### src/rtl/mux4_sel_sequencer_pkg.sv
// Shared types and constants for the 4:1 mux select sequencer.
package mux4_sel_sequencer_pkg;

   typedef enum logic [1:0] {
      IDLE   = 2'd0,
      SETTLE = 2'd1,
      HOLD   = 2'd2
   } state_t;

   // Channel index as driven onto {s1,s0}.
   localparam logic [1:0] CH_A = 2'd0;
   localparam logic [1:0] CH_B = 2'd1;
   localparam logic [1:0] CH_C = 2'd2;
   localparam logic [1:0] CH_D = 2'd3;

endpackage

### src/rtl/mux4_sel_sequencer_rr_pick4.sv
// Round-robin picker: first set req bit at last_ch+1, +2, +3, +4 (mod 4).
module rr_pick4
   import mux4_sel_sequencer_pkg::*;
(
   input  logic [3:0] req,
   input  logic [1:0] last_ch,
   output logic [1:0] gnt_ch,
   output logic       gnt_any
);

   logic [1:0] idx;

   // Walk from the farthest offset down so the nearest requester wins.
   always_comb begin
      gnt_any = 1'b0;
      gnt_ch  = CH_A;
      idx     = '0;
      for (int i = 4; i >= 1; i--) begin
         idx = last_ch + 2'(i);
         if (req[idx]) begin
            gnt_any = 1'b1;
            gnt_ch  = idx;
         end
      end
   end

endmodule

### src/rtl/mux4_sel_sequencer.sv
// Drives the 4:1 mux selects for a round-robin granted channel, waits the
// settle time, samples y and hands the sample downstream via valid/ready.
module mux4_sel_sequencer
   import mux4_sel_sequencer_pkg::*;
#(
   parameter int SETTLE_CYCLES = 2,
   parameter int CNT_W         = 4
) (
   input  logic       clk,
   input  logic       rst_n,
   input  logic       en,
   input  logic [3:0] req,
   input  logic       y,
   output logic       s1,
   output logic       s0,
   output logic       sel_valid,
   output logic       smp_data,
   output logic [1:0] smp_ch,
   output logic       smp_valid,
   input  logic       smp_ready,
   output logic       busy
);

   localparam logic [CNT_W-1:0] CNT_LAST = CNT_W'(SETTLE_CYCLES - 1);

   state_t           state, state_nxt;
   logic [CNT_W-1:0] cnt;
   logic [1:0]       sel;
   logic [1:0]       last_ch;
   logic [1:0]       rr_base;
   logic [1:0]       gnt_ch;
   logic             gnt_any;
   logic             hs_done;
   logic             settle_done;
   logic             grant;

   // A completing handshake moves the pointer in the same edge, so the
   // back-to-back search must start from the channel just served.
   assign hs_done     = (state == HOLD) && smp_ready;
   assign rr_base     = hs_done ? smp_ch : last_ch;
   assign settle_done = (state == SETTLE) && (cnt == CNT_LAST);
   assign grant       = en && gnt_any && ((state == IDLE) || hs_done);
   assign {s1, s0}    = sel;

   rr_pick4 u_pick (
      .req     (req),
      .last_ch (rr_base),
      .gnt_ch  (gnt_ch),
      .gnt_any (gnt_any)
   );

   // State register.
   always_ff @(posedge clk or negedge rst_n) begin
      if (!rst_n) state <= IDLE;
      else        state <= state_nxt;
   end

   // Next-state: SETTLE ignores en/req; HOLD exits only on acceptance.
   always_comb begin
      state_nxt = state;
      case (state)
         IDLE:    if (grant) state_nxt = SETTLE;
         SETTLE:  if (settle_done) state_nxt = HOLD;
         HOLD:    if (hs_done) state_nxt = grant ? SETTLE : IDLE;
         default: state_nxt = IDLE;
      endcase
   end

   // Status outputs decode straight from the state.
   always_comb begin
      sel_valid = (state == SETTLE) || (state == HOLD);
      busy      = (state != IDLE);
      smp_valid = (state == HOLD);
   end

   // Datapath: selects latch on grant, counter runs in SETTLE, sample
   // captured on the last settle edge, pointer advances on acceptance.
   always_ff @(posedge clk or negedge rst_n) begin
      if (!rst_n) begin
         sel      <= CH_A;
         cnt      <= '0;
         last_ch  <= CH_D;
         smp_data <= 1'b0;
         smp_ch   <= CH_A;
      end else begin
         if (grant) begin
            sel <= gnt_ch;
            cnt <= '0;
         end else if ((state == SETTLE) && !settle_done) begin
            cnt <= cnt + CNT_W'(1);
         end
         if (settle_done) begin
            smp_data <= y;
            smp_ch   <= sel;
         end
         if (hs_done) last_ch <= smp_ch;
      end
   end

endmodule

### config.mk
export PLATFORM = sky130hd
export DESIGN_NAME = mux4_sel_sequencer
export DESIGN_NICKNAME = d
export VERILOG_FILES = /design/src/rtl/mux4_sel_sequencer_pkg.sv /design/src/rtl/mux4_sel_sequencer_rr_pick4.sv /design/src/rtl/mux4_sel_sequencer.sv
export SDC_FILE = /design/constraint.sdc
export NUM_CORES = 1
export LEC_CHECK = 0
export CAP_MARGIN = 25
export CORE_MARGIN = 2
export CORE_UTILIZATION = 40
export CTS_CLUSTER_DIAMETER = 100
export DETAILED_ROUTE_END_ITERATION = 10
export PLACE_DENSITY = 0.66
export SYNTH_ARGS = -nofsm -noshare
export SYNTH_HDL_FRONTEND = slang
export SYNTH_HIERARCHICAL = 1
export SYNTH_SLANG_ARGS = --single-unit
### constraint.sdc
create_clock -name clk -period 2.4 [get_ports clk]
set_input_delay 0.48 -clock clk [delete_from_list [all_inputs] [get_ports clk]]
set_output_delay 0.48 -clock clk [all_outputs]
set_load 0.005 [all_outputs]
# Word level (Yosys, flattened, before mapping)
# Cells that the tools add are included.
[word_totals] ff_bits=13 word_cells=56 inputBits=9
[classes] n_lt_le_gt_ge=4 n_mux=24 add_sub_neg=4 eq_ne=6 reduce_logical=12
[op_table] op="2-to-1 mux 2 bit" count=8
[op_table] op="< comparator 2 x 3 -> 1 bit (second input constant)" count=4
[op_table] op="2-to-1 mux 1 bit" count=9
[op_table] op="binary-select mux 1 bit (select 2 bit)" count=4
[op_table] op="2-to-1 mux 4 bit" count=2
[op_table] op="case mux 2 bit (3 select lines)" count=1
[op_table] op="logical AND 1 bit" count=5
[op_table] op="adder 2 bit (second input constant)" count=2
[op_table] op="adder 4 x 1 -> 4 bit (second input constant)" count=1
[op_table] op="== test 4 x 1 -> 1 bit (second input constant)" count=1
[op_table] op="inequality test 2 bit (second input constant)" count=2
[op_table] op="nonzero test 2 bit" count=2
[op_table] op="AND reduction 3 bit" count=1
[op_table] op="adder 2 x 1 -> 2 bit (second input constant)" count=1
[op_table] op="== test 2 x 1 -> 1 bit (second input constant)" count=1
[op_table] op="== test 2 bit (second input constant)" count=1
[op_table] op="zero test 2 bit" count=1
[op_table] op="logical OR 1 bit" count=2
[op_table] op="inequality test 2 x 1 -> 1 bit (second input constant)" count=1
[op_table] op="zero test 1 bit" count=1

# Longest topological paths before layout
# Gate-level depths: netlist of the first run.
[depth] word_depth=14 depth_mapped=8

# By module
# Netlist of the first run, hierarchy kept.
[by_module_without_submodules] mod="mux4_sel_sequencer" seq_area_each_um2=327.8 area_per_inst_um2=676.9 cells_each=56 n_inst=1
[by_module_without_submodules] mod="rr_pick4" seq_area_each_um2=0.0 area_per_inst_um2=91.3 cells_each=14 n_inst=1

# Worst setup path before layout of the first run
# OpenSTA, ideal clock, no wires.
[synth_timing] path_type="register to register" start="register state[0]" end="register sel[0]" required_time_ps=2275 t_arrival_ps=1789 path_stages_with_launch=9 period_less_slack_ps=1913 setup_ps=125 path_slack_ps=487 path_cell_list="dfrtp_1 -> inv_1 -> ha_1 -> nand2_1 -> mux2_2 -> nand2b_1 -> a21oi_2 -> o221ai_2 -> mux2_2"
[synth_lines] item="start: declaration" line="mux4_sel_sequencer.sv:26" text="state_t state, state_nxt;"
[synth_lines] item="start signal: assignment" line="mux4_sel_sequencer.sv:55" text="else state <= state_nxt;"
[synth_lines] item="== test 2 bit (*)"
[synth_lines] item="named net smp_valid" line="mux4_sel_sequencer.sv:19" text="output logic smp_valid,"
[synth_lines] item="logical AND 1 bit (*)" line="mux4_sel_sequencer.sv:39" text="assign hs_done = (state == HOLD) && smp_ready;"
[synth_lines] item="2-to-1 mux 2 bit (*)"
[synth_lines] item="named net rr_base[1]" line="mux4_sel_sequencer.sv:30" text="logic [1:0] rr_base;"
[synth_lines] item="adder 2 bit or binary-select mux 1 bit (select 2 bit) (tied branches)" line="mux4_sel_sequencer_rr_pick4.sv:19, mux4_sel_sequencer_rr_pick4.sv:20"
[synth_lines] item="binary-select mux 1 bit (select 2 bit) or 2-to-1 mux 1 bit (tied branches)" line="mux4_sel_sequencer_rr_pick4.sv:20" text="if (req[idx]) begin"
[synth_lines] item="2-to-1 mux 1 bit (implied by the code) or 2-to-1 mux 2 bit (tied branches)" line="mux4_sel_sequencer_rr_pick4.sv:20"
[synth_lines] item="2-to-1 mux 2 bit (2 in a row)" line="mux4_sel_sequencer_rr_pick4.sv:20"
[synth_lines] item="2-to-1 mux 2 bit (*)" line="mux4_sel_sequencer_rr_pick4.sv:20"
[synth_lines] item="named net gnt_ch[0]" line="mux4_sel_sequencer.sv:31" text="logic [1:0] gnt_ch;"
[synth_lines] item="end signal: assignment" line="mux4_sel_sequencer.sv:87" text="sel <= gnt_ch;"
[synth_lines] item="end: declaration" line="mux4_sel_sequencer.sv:28" text="logic [1:0] sel;"
# Mark *: on every way through the listed nets, which the timed path passes. The rest lies on a longest branch. The select of a mux whose other input is x is not followed.
# A chain may end at the register's enable or synchronous reset.

# Worst setup path after layout of the first run
[layout_timing] start="register state[0]" end="output port busy"
[layout_between] elab_chain_len=1
[layout_rtl] item="nonzero test 2 bit" line="mux4_sel_sequencer.sv:72" text="busy = (state != IDLE);"
[layout_rtl] item="end: declaration" line="mux4_sel_sequencer.sv:21" text="output logic busy"
# No other way between the ends.

==> results_dict.tcl, run 1 <==
set metrics [dict create \
    post_cts_buffers 0 \
    cts_resized 0 \
    ys_ff_latch 13 \
    place_congestion 0.797 \
    drc 0 \
    grt.total_usage 0.156 \
    syn_nets 85 \
    die_x_um 47.8 \
    cp-end-kind "output port" \
    period_minus_slack_ns 2.11 \
    row_count 15 \
    drt-pass1-iter-count 4 \
    power_mw 1.19 \
    wl_per_cell_um 12.7 \
    syn_avg_cell_area_sq_um 11.0 \
    hold_path.class "flip-flop to flip-flop" \
    slowest_delay_ns 0.51 \
    cap_violations 0 \
    cts_hold_buf 0 \
    overflow 0 \
    cts_tree "built" \
    final_hold_viol_count 0 \
    grt_pass1_vias 552 \
    crit_chain "inv_1 > ha_1 > inv_1 > clkdlybuf4s50_1" \
    area_delta_synth_final_pct 29.3 \
    cts-root-buf "clkbuf_4" \
    postRouteAntennaNets 0 \
    setup_violations 0 \
    grt_max_degree 14 \
    worstPathMaxFanout 4 \
    cp_common_cell "inv_1" \
    leakage_nw 0.421 \
    core_sq_um 1760 \
    wirelength_um 1480 \
    cts_sinks 13 \
    finalNonFillerCells 116 \
    ys_seq_area_frac 0.427 \
    antenna_found_initial 0 \
    fin_nets 107 \
    cp_slowest_cell "clkdlybuf4s50_1" \
    ios 17 \
    fillCellCount 160 \
    min_period_over_period 0.878 \
    hpwl_um 1140 \
    worstSetupPathType "flip-flop to output port" \
    cts.clk_slew.worst_paths_ns 0.08 \
    drt_iter0_markers 9 \
    fin_util 0.563 \
    clockBufferDepth 2 \
    tightest_slew_ns 0.608 \
    grt_first_pass_wirelength_um 2400 \
    async_reset_ff_frac 1.00 \
    port_buffers 16 \
    cts_inserted_buffers 3 \
    peakVddDrop_mv 0.524 \
    max_freq_mhz 475 \
    ys_types 27 \
    start_kind "flip-flop" \
    drv_slew 0 \
    synth_ff_type "dfrtp_1" \
    routed_via_density 5.10 \
    slew_headroom 0.594 \
    synth_cells 70 \
    clk_latency_ns 0.27 \
    preCtsSetupSlack_ns 0.125 \
    post_dp_cell_area_sq_um 967 \
    antenna_cells 0 \
    outcome "completed" \
    start_util 0.435 \
    cts_max_level 1 \
    required_ns 1.92 \
    hold_ws_ns 0.510 \
    layout-drive-gt1-share 0.198 \
    cp.arrival_ns 1.63 \
    synth-edff-count 0 \
    dr_total_vias 592 \
    crit_buf_inv 3 \
    ys_warn_count 6 \
    cp_top_family "buffers and inverters" \
    p_per_area_nw_per_um2 1200 \
    final_area_sq_um 993 \
    syn-cell-area_sq_um 768 \
    setup_tns_ns 0 \
    die_area_sq_um 2290 \
    rsz0062_at_grt "false" \
    layout_setup_ws_ns 0.293 \
    final.setup_skew_ns 0.00327 \
    die_height_um 47.8 \
    dp.cells 112 \
]
-- cells in the mapped netlist, drive strengths merged (2+ instances only) --
cell    instances  area, sq um
nor2            4         17.5
dfstp           2         52.6
nand2b          3         18.8
mux2            8         90.1
o21ai           2         10.0
ha              6         75.1
inv             7         26.3
a21oi           9         48.8
nand4           2         12.5
dfrtp          11          275
nand2           3         11.3
-- final cells by class --
cell class,count,area [sq um],area share
Multi-Input combinational cell,50,414,0.417
Sequential cell,13,328,0.330
Timing Repair Buffer,17,168,0.169
Tap cell,25,31.3,0.0315
Clock buffer,4,26.3,0.0264
Inverter,7,26.3,0.0264
-- placed cells by master (no fill, tap or decap) --
cell              n
ha_1              6
and2b_1           1
inv_1             7
or3b_4            1
clkbuf_4          3
mux2_1            1
or3_1             1
nor2_1            3
nor2_2            1
a311oi_1          1
xor2_1            1
a21oi_2           1
dfstp_2           2
nand2b_1          3
a21oi_1           8
buf_4             1
nand2_1           3
o221ai_2          1
clkbuf_1          1
dfrtp_1          11
nor2b_1           1
mux2_2            7
o2bb2ai_1         1
o21ai_0           2
nor3b_1           1
clkdlybuf4s50_1  16
nand4_1           2
a31oi_1           1
a221oi_4          1
or4_1             1
mux2i_1           1
-- path summary, 6_finish.rpt --
check	end	from	slack, ns	cells after the start
hold reg to reg	smp_data	smp_data	0.51	1
max in group asynchronous	state[1]	rst_n	1.43	1
min in group asynchronous	cnt[2]	rst_n	0.58	1
setup / recovery	busy	state[0]	0.29	4
setup reg to reg	sel[0]	state[0]	0.36	8
hold / removal	smp_data	smp_data	0.51	1
-- kinds of logic after synthesis --
family,share of synthesized area
buffers and inverters,0.0342
XOR/XNOR,0.0114
AND/OR/NAND/NOR,0.138
flip-flops,0.427
AO/OA/AOI/OAI,0.161
adder cells (fa/ha/maj),0.0977
multiplexers,0.130
-- registers in the layout, indices dropped and copies added (netlist names) --
signal,cells
cnt,4
last_ch,2
sel,2
smp_ch,2
smp_data,1
state,2
-- where the power goes --
group / switching, mW / internal [mW] / total [mW]
clock network: 0.0736 / 0.0644 / 0.138
logic: 0.280 / 0.366 / 0.646
registers: 0.0744 / 0.330 / 0.404
total: 0.428 / 0.760 / 1.19
-- per-layer routing --
layer | up-vias | wire (um) | global-route usage
met5 | - | 0 | 0
met4 | 0 | 22 | 0.0703
met3 | 4 | 62 | 0.0415
met2 | 16 | 684 | 0.240
met1 | 281 | 705 | 0.205
li1 | 291 | - | -
Power figures use the tool's default switching activity.
==> run 2: changes to the inputs <==
- SETUP_SLACK_MARGIN: not set -> 0.3
==> run 2 against run 1 <==
Effect of this change: die area stayed put; routed wire length grew 3.1%; sequential power fell by 1%; design area grew 1.0%; utilization is 0.57 points higher; first-iteration DRC count rose by 33%; largest cell class unchanged; highest routed layer unchanged.
==> results_dict.tcl, run 2 (synthesized netlist as in run 1, its figures left out) <==
set metrics [dict create \
    overflow 0 \
    cts_inserted_buffers 3 \
    finalNonFillerCells 117 \
    largest_register "cnt" \
    cts_max_level 1 \
    hold_ws_ns 0.510 \
    rr_endpoint "sel[0]" \
    wl_per_cell_um 13.0 \
    grt_pass1_vias 553 \
    drv_slew 0 \
    cp.arrival_ns 1.55 \
    drt_iter0_markers 12 \
    leakage_nw 0.423 \
    rsz0062_at_grt "false" \
    tightest_slew_ns 0.600 \
    drt-pass1-iter-count 4 \
    drc 0 \
    final_area_sq_um 1000 \
    final_hold_viol_count 0 \
    max_freq_mhz 494 \
    setup_tns_ns 0 \
    layout_setup_ws_ns 0.375 \
    core_sq_um 1760 \
    postRouteAntennaNets 0 \
    start_util 0.435 \
    period_minus_slack_ns 2.03 \
    grt_max_degree 14 \
    grt_first_pass_wirelength_um 2440 \
    place_congestion 0.797 \
    cp-end-kind "output port" \
    wirelength_um 1520 \
    clk_latency_ns 0.27 \
    die_height_um 47.8 \
    die_area_sq_um 2290 \
    die_x_um 47.8 \
    grt.total_usage 0.159 \
    worstSetupPathType "flip-flop to output port" \
    area_delta_synth_final_pct 30.6 \
    cts_sinks 13 \
    slew_headroom 0.599 \
    p_per_area_nw_per_um2 1210 \
    hpwl_um 1140 \
    cp-endpoint "sel_valid" \
    rr_startpoint "state[0]" \
    cap_violations 0 \
    fin_nets 108 \
    setup_violations 0 \
    grt_busiest_layer "met2" \
    layout-drive-gt1-share 0.228 \
    clockBufferDepth 2 \
    port_buffers 16 \
    fillCellCount 161 \
    use_met3 0.0415 \
    grt_use_met1 0.214 \
    largest_reg_flops 4 \
    outcome "completed" \
    fin_util 0.569 \
    min_period_over_period 0.844 \
    r2r_cells 8 \
    worstPathMaxFanout 3 \
    hold_path.class "flip-flop to flip-flop" \
    preCtsSetupSlack_ns 0.125 \
    power_mw 1.21 \
    final_cell_mix "16 x clkdlybuf4s50_1, 11 x dfrtp_1, 8 x a21oi_1, 7 x mux2_2, 6 x inv_1" \
    cts.clk_slew.worst_paths_ns 0.08 \
    cts-root-buf "clkbuf_4" \
    post_dp_cell_area_sq_um 967 \
    routed_via_density 5.09 \
    final_common_cell "clkdlybuf4s50_1" \
    row_count 15 \
    worstSetupStartpoint "state[1]" \
    antenna_cells 0 \
    final.setup_skew_ns 0.00325 \
    start_kind "flip-flop" \
    cts_tree "built" \
    peakVddDrop_mv 0.525 \
    dr_total_vias 595 \
    ios 17 \
    antenna_found_initial 0 \
    dp.cells 112 \
    r2r_setup_slack_ns 0.40 \
    required_ns 1.92 \
    met2_usage 0.240 \
]
==> run 2: worst max-delay path, stage by stage, from the launching register on <==
cell and delay, ns:
dfrtp_1 0.37, inv_1 0.09, ha_2 0.32, clkdlybuf4s50_1 0.49
==> run 2: routing by layer <==
layer,vias up,wire (um)
li1,292,-
met1,285,729
met2,16,720
met3,2,59
met4,0,10
met5,-,0
==> run 2: cell type report <==
type	count	area, sq um	share of cell area
repair buffers	18	175	0.175
clock buffers	4	26.3	0.0262
inverters	7	26.3	0.0262
well taps	25	31.3	0.0312
multi-input cells	50	417	0.415
flip-flops and latches	13	328	0.327
==> run 2: worst min-delay path by stage <==
| stage | startpoint | to | slack, ns | depth (start not counted) |
|---|---|---|---|---|
| 3_5_place_dp | smp_data | smp_data | 0.50 | 1 |
| 3_3_place_gp | smp_data | smp_data | 0.49 | 1 |
| 2_1_floorplan | rst_n | cnt[0] | 0.18 | 0 |
| 6_report | smp_data | smp_data | 0.51 | 1 |
| 4_1_cts | smp_data | smp_data | 0.52 | 1 |
| 5_1_grt | smp_data | smp_data | 0.55 | 1 |
==> run 2: power breakdown <==
part           total, mW  internal [mW]  switching (mW)
Clock              0.138         0.0644          0.0734
Combinational      0.676          0.382           0.294
Sequential         0.400          0.330          0.0706
Total               1.21          0.776           0.438
==> run 2: timing repair <==
item | CTS | global route
setup buffers | 1 | 0
setup endpoints to repair | 1 | 1
resized for setup | 0 | 2
pin swaps | 0 | 0
hold buffers | 0 | 0
==> run 3: changes to the inputs <==
- clock period: 2.4 -> 2.1 ns (I/O delays scaled with it)
==> run 3 against run 2 <==
Effect of this change: die area did not move; design area rose by 14%; critical endpoint is now busy; sequential power increased by 15%; routed wire length grew 9.4%; sequential share of layout area shrank 3.9 points; combinational power grew 33%.
==> results_dict.tcl, run 3 (synthesized netlist as in run 1, its figures left out) <==
set metrics [dict create \
    outcome "completed" \
    drc 0 \
    grt_pass1_vias 612 \
    core_sq_um 1760 \
    final_hold_viol_count 0 \
    p_clk_frac 0.102 \
    crit_buf_inv 3 \
    crit_chain "inv_2 > ha_4 > inv_2 > clkdlybuf4s50_1" \
    min_period_over_period 0.894 \
    p_per_area_nw_per_um2 1330 \
    slew_headroom 0.613 \
    worstPathMaxFanout 3 \
    postRouteAntennaNets 0 \
    wl_per_cell_um 13.1 \
    fin_nets 118 \
    routed_via_density 4.98 \
    slowest_delay_ns 0.49 \
    antenna_cells 0 \
    fillCellCount 160 \
    drt_iter0_markers 14 \
    power_mw 1.52 \
    cp_common_cell "inv_2" \
    start_kind "flip-flop" \
    post_dp_cell_area_sq_um 1030 \
    overflow 0 \
    ios 17 \
    cts_inserted_buffers 3 \
    row_count 15 \
    area_delta_synth_final_pct 48.4 \
    cp.arrival_ns 1.46 \
    wirelength_um 1660 \
    clockBufferDepth 2 \
    grt_first_pass_wirelength_um 2660 \
    hpwl_um 1210 \
    finalNonFillerCells 127 \
    port_buffers 16 \
    layout-drive-gt1-share 0.363 \
    p_int_mw 0.968 \
    start_util 0.435 \
    final_common_cell "clkdlybuf4s50_1" \
    max_freq_mhz 533 \
    peakVddDrop_mv 0.759 \
    period_minus_slack_ns 1.88 \
    die_area_sq_um 2290 \
    switchingPower_mw 0.549 \
    cp_slowest_cell "clkdlybuf4s50_1" \
    drv_slew 0 \
    hold_path.class "primary input to async pin" \
    place_congestion 0.690 \
    grt.total_usage 0.169 \
    largest_reg_flops 4 \
    antenna_found_initial 0 \
    tightest_slew_ns 0.579 \
    cp-end-kind "output port" \
    final_cell_mix "14 x clkdlybuf4s50_1, 11 x dfrtp_1, 11 x buf_4, 8 x a21oi_1" \
    pwr-share-comb 0.594 \
    cts_tree "built" \
    largest_register "cnt" \
    final_area_sq_um 1140 \
    cts_sinks 13 \
    leakage_nw 0.519 \
    cts.clk_slew.worst_paths_ns 0.08 \
    die_x_um 47.8 \
    grt_max_degree 14 \
    cap_violations 0 \
    cts_max_level 1 \
    swShare 0.362 \
    setup_violations 0 \
    worstSetupPathType "flip-flop to output port" \
    drt-pass1-iter-count 4 \
    power_frac_seq 0.305 \
    final.setup_skew_ns 0.00807 \
    required_ns 1.68 \
    die_height_um 47.8 \
    dr_total_vias 632 \
    dp.cells 118 \
    cts-root-buf "clkbuf_4" \
    clk_latency_ns 0.28 \
    rsz0062_at_grt "true" \
    cp_top_family "buffers and inverters" \
]
-- run 3: layout make-up --
class                           instances  area, sq um  area share
Clock buffer                            4         26.3      0.0231
Inverter                                7         26.3      0.0231
Multi-Input combinational cell         50          473       0.415
Sequential cell                        13          328       0.288
Tap cell                               25         31.3      0.0274
Timing Repair Buffer                   28          255       0.224
-- run 3: repair_timing --
action,CTS,global route
setup buffers,2,3
setup endpoints to repair,5,8
pin swaps,0,3
hold buffers,0,0
gates resized for setup,4,10
-- run 3: path summary, 6_finish.rpt --
check	start	end	slack (ns)	cells after the start
min in group clk	smp_data	smp_data	0.53	1
max in group asynchronous	rst_n	cnt[2]	1.21	1
worst max register to register	state[1]	sel[0]	0.23	8
worst min-delay path	rst_n	state[1]	0.51	1
worst max-delay path	state[0]	busy	0.22	4
worst min register to register	smp_data	smp_data	0.53	1
-- run 3: per-stage QoR --
stage / hold slack [ns] / util / TNS, ns / setup slack (ns)
finish: 0.506 / 0.646 / 0 / 0.223
floorplan: 0.124 / - / 0 / 0.299
CTS: 0.531 / 0.609 / 0 / 0.182
detailed placement: 0.500 / 0.583 / -0.000177 / -0.000177
global route: 0.542 / 0.646 / 0 / 0.154
global placement: 0.495 / 0.583 / 0 / 0.0492
-- run 3: routing by layer --
layer / part of all wire / vias up / GRT usage
met2: 0.47 / 13 / 0.269
met4: 0 / 0 / 0.0162
met3: 0.054 / 0 / 0.0642
li1: - / 318 / -
met1: 0.48 / 301 / 0.229
met5: 0 / - / 0
-- run 3: power groups by stage --
stage	Clock, mW	Combinational (mW)	Sequential (mW)
after floorplan	0	0.481	0.454
after global placement	0	0.751	0.469
after detailed placement	0	0.769	0.469
after CTS	0.159	0.819	0.459
after global routing	0.174	0.982	0.476
final	0.154	0.901	0.462
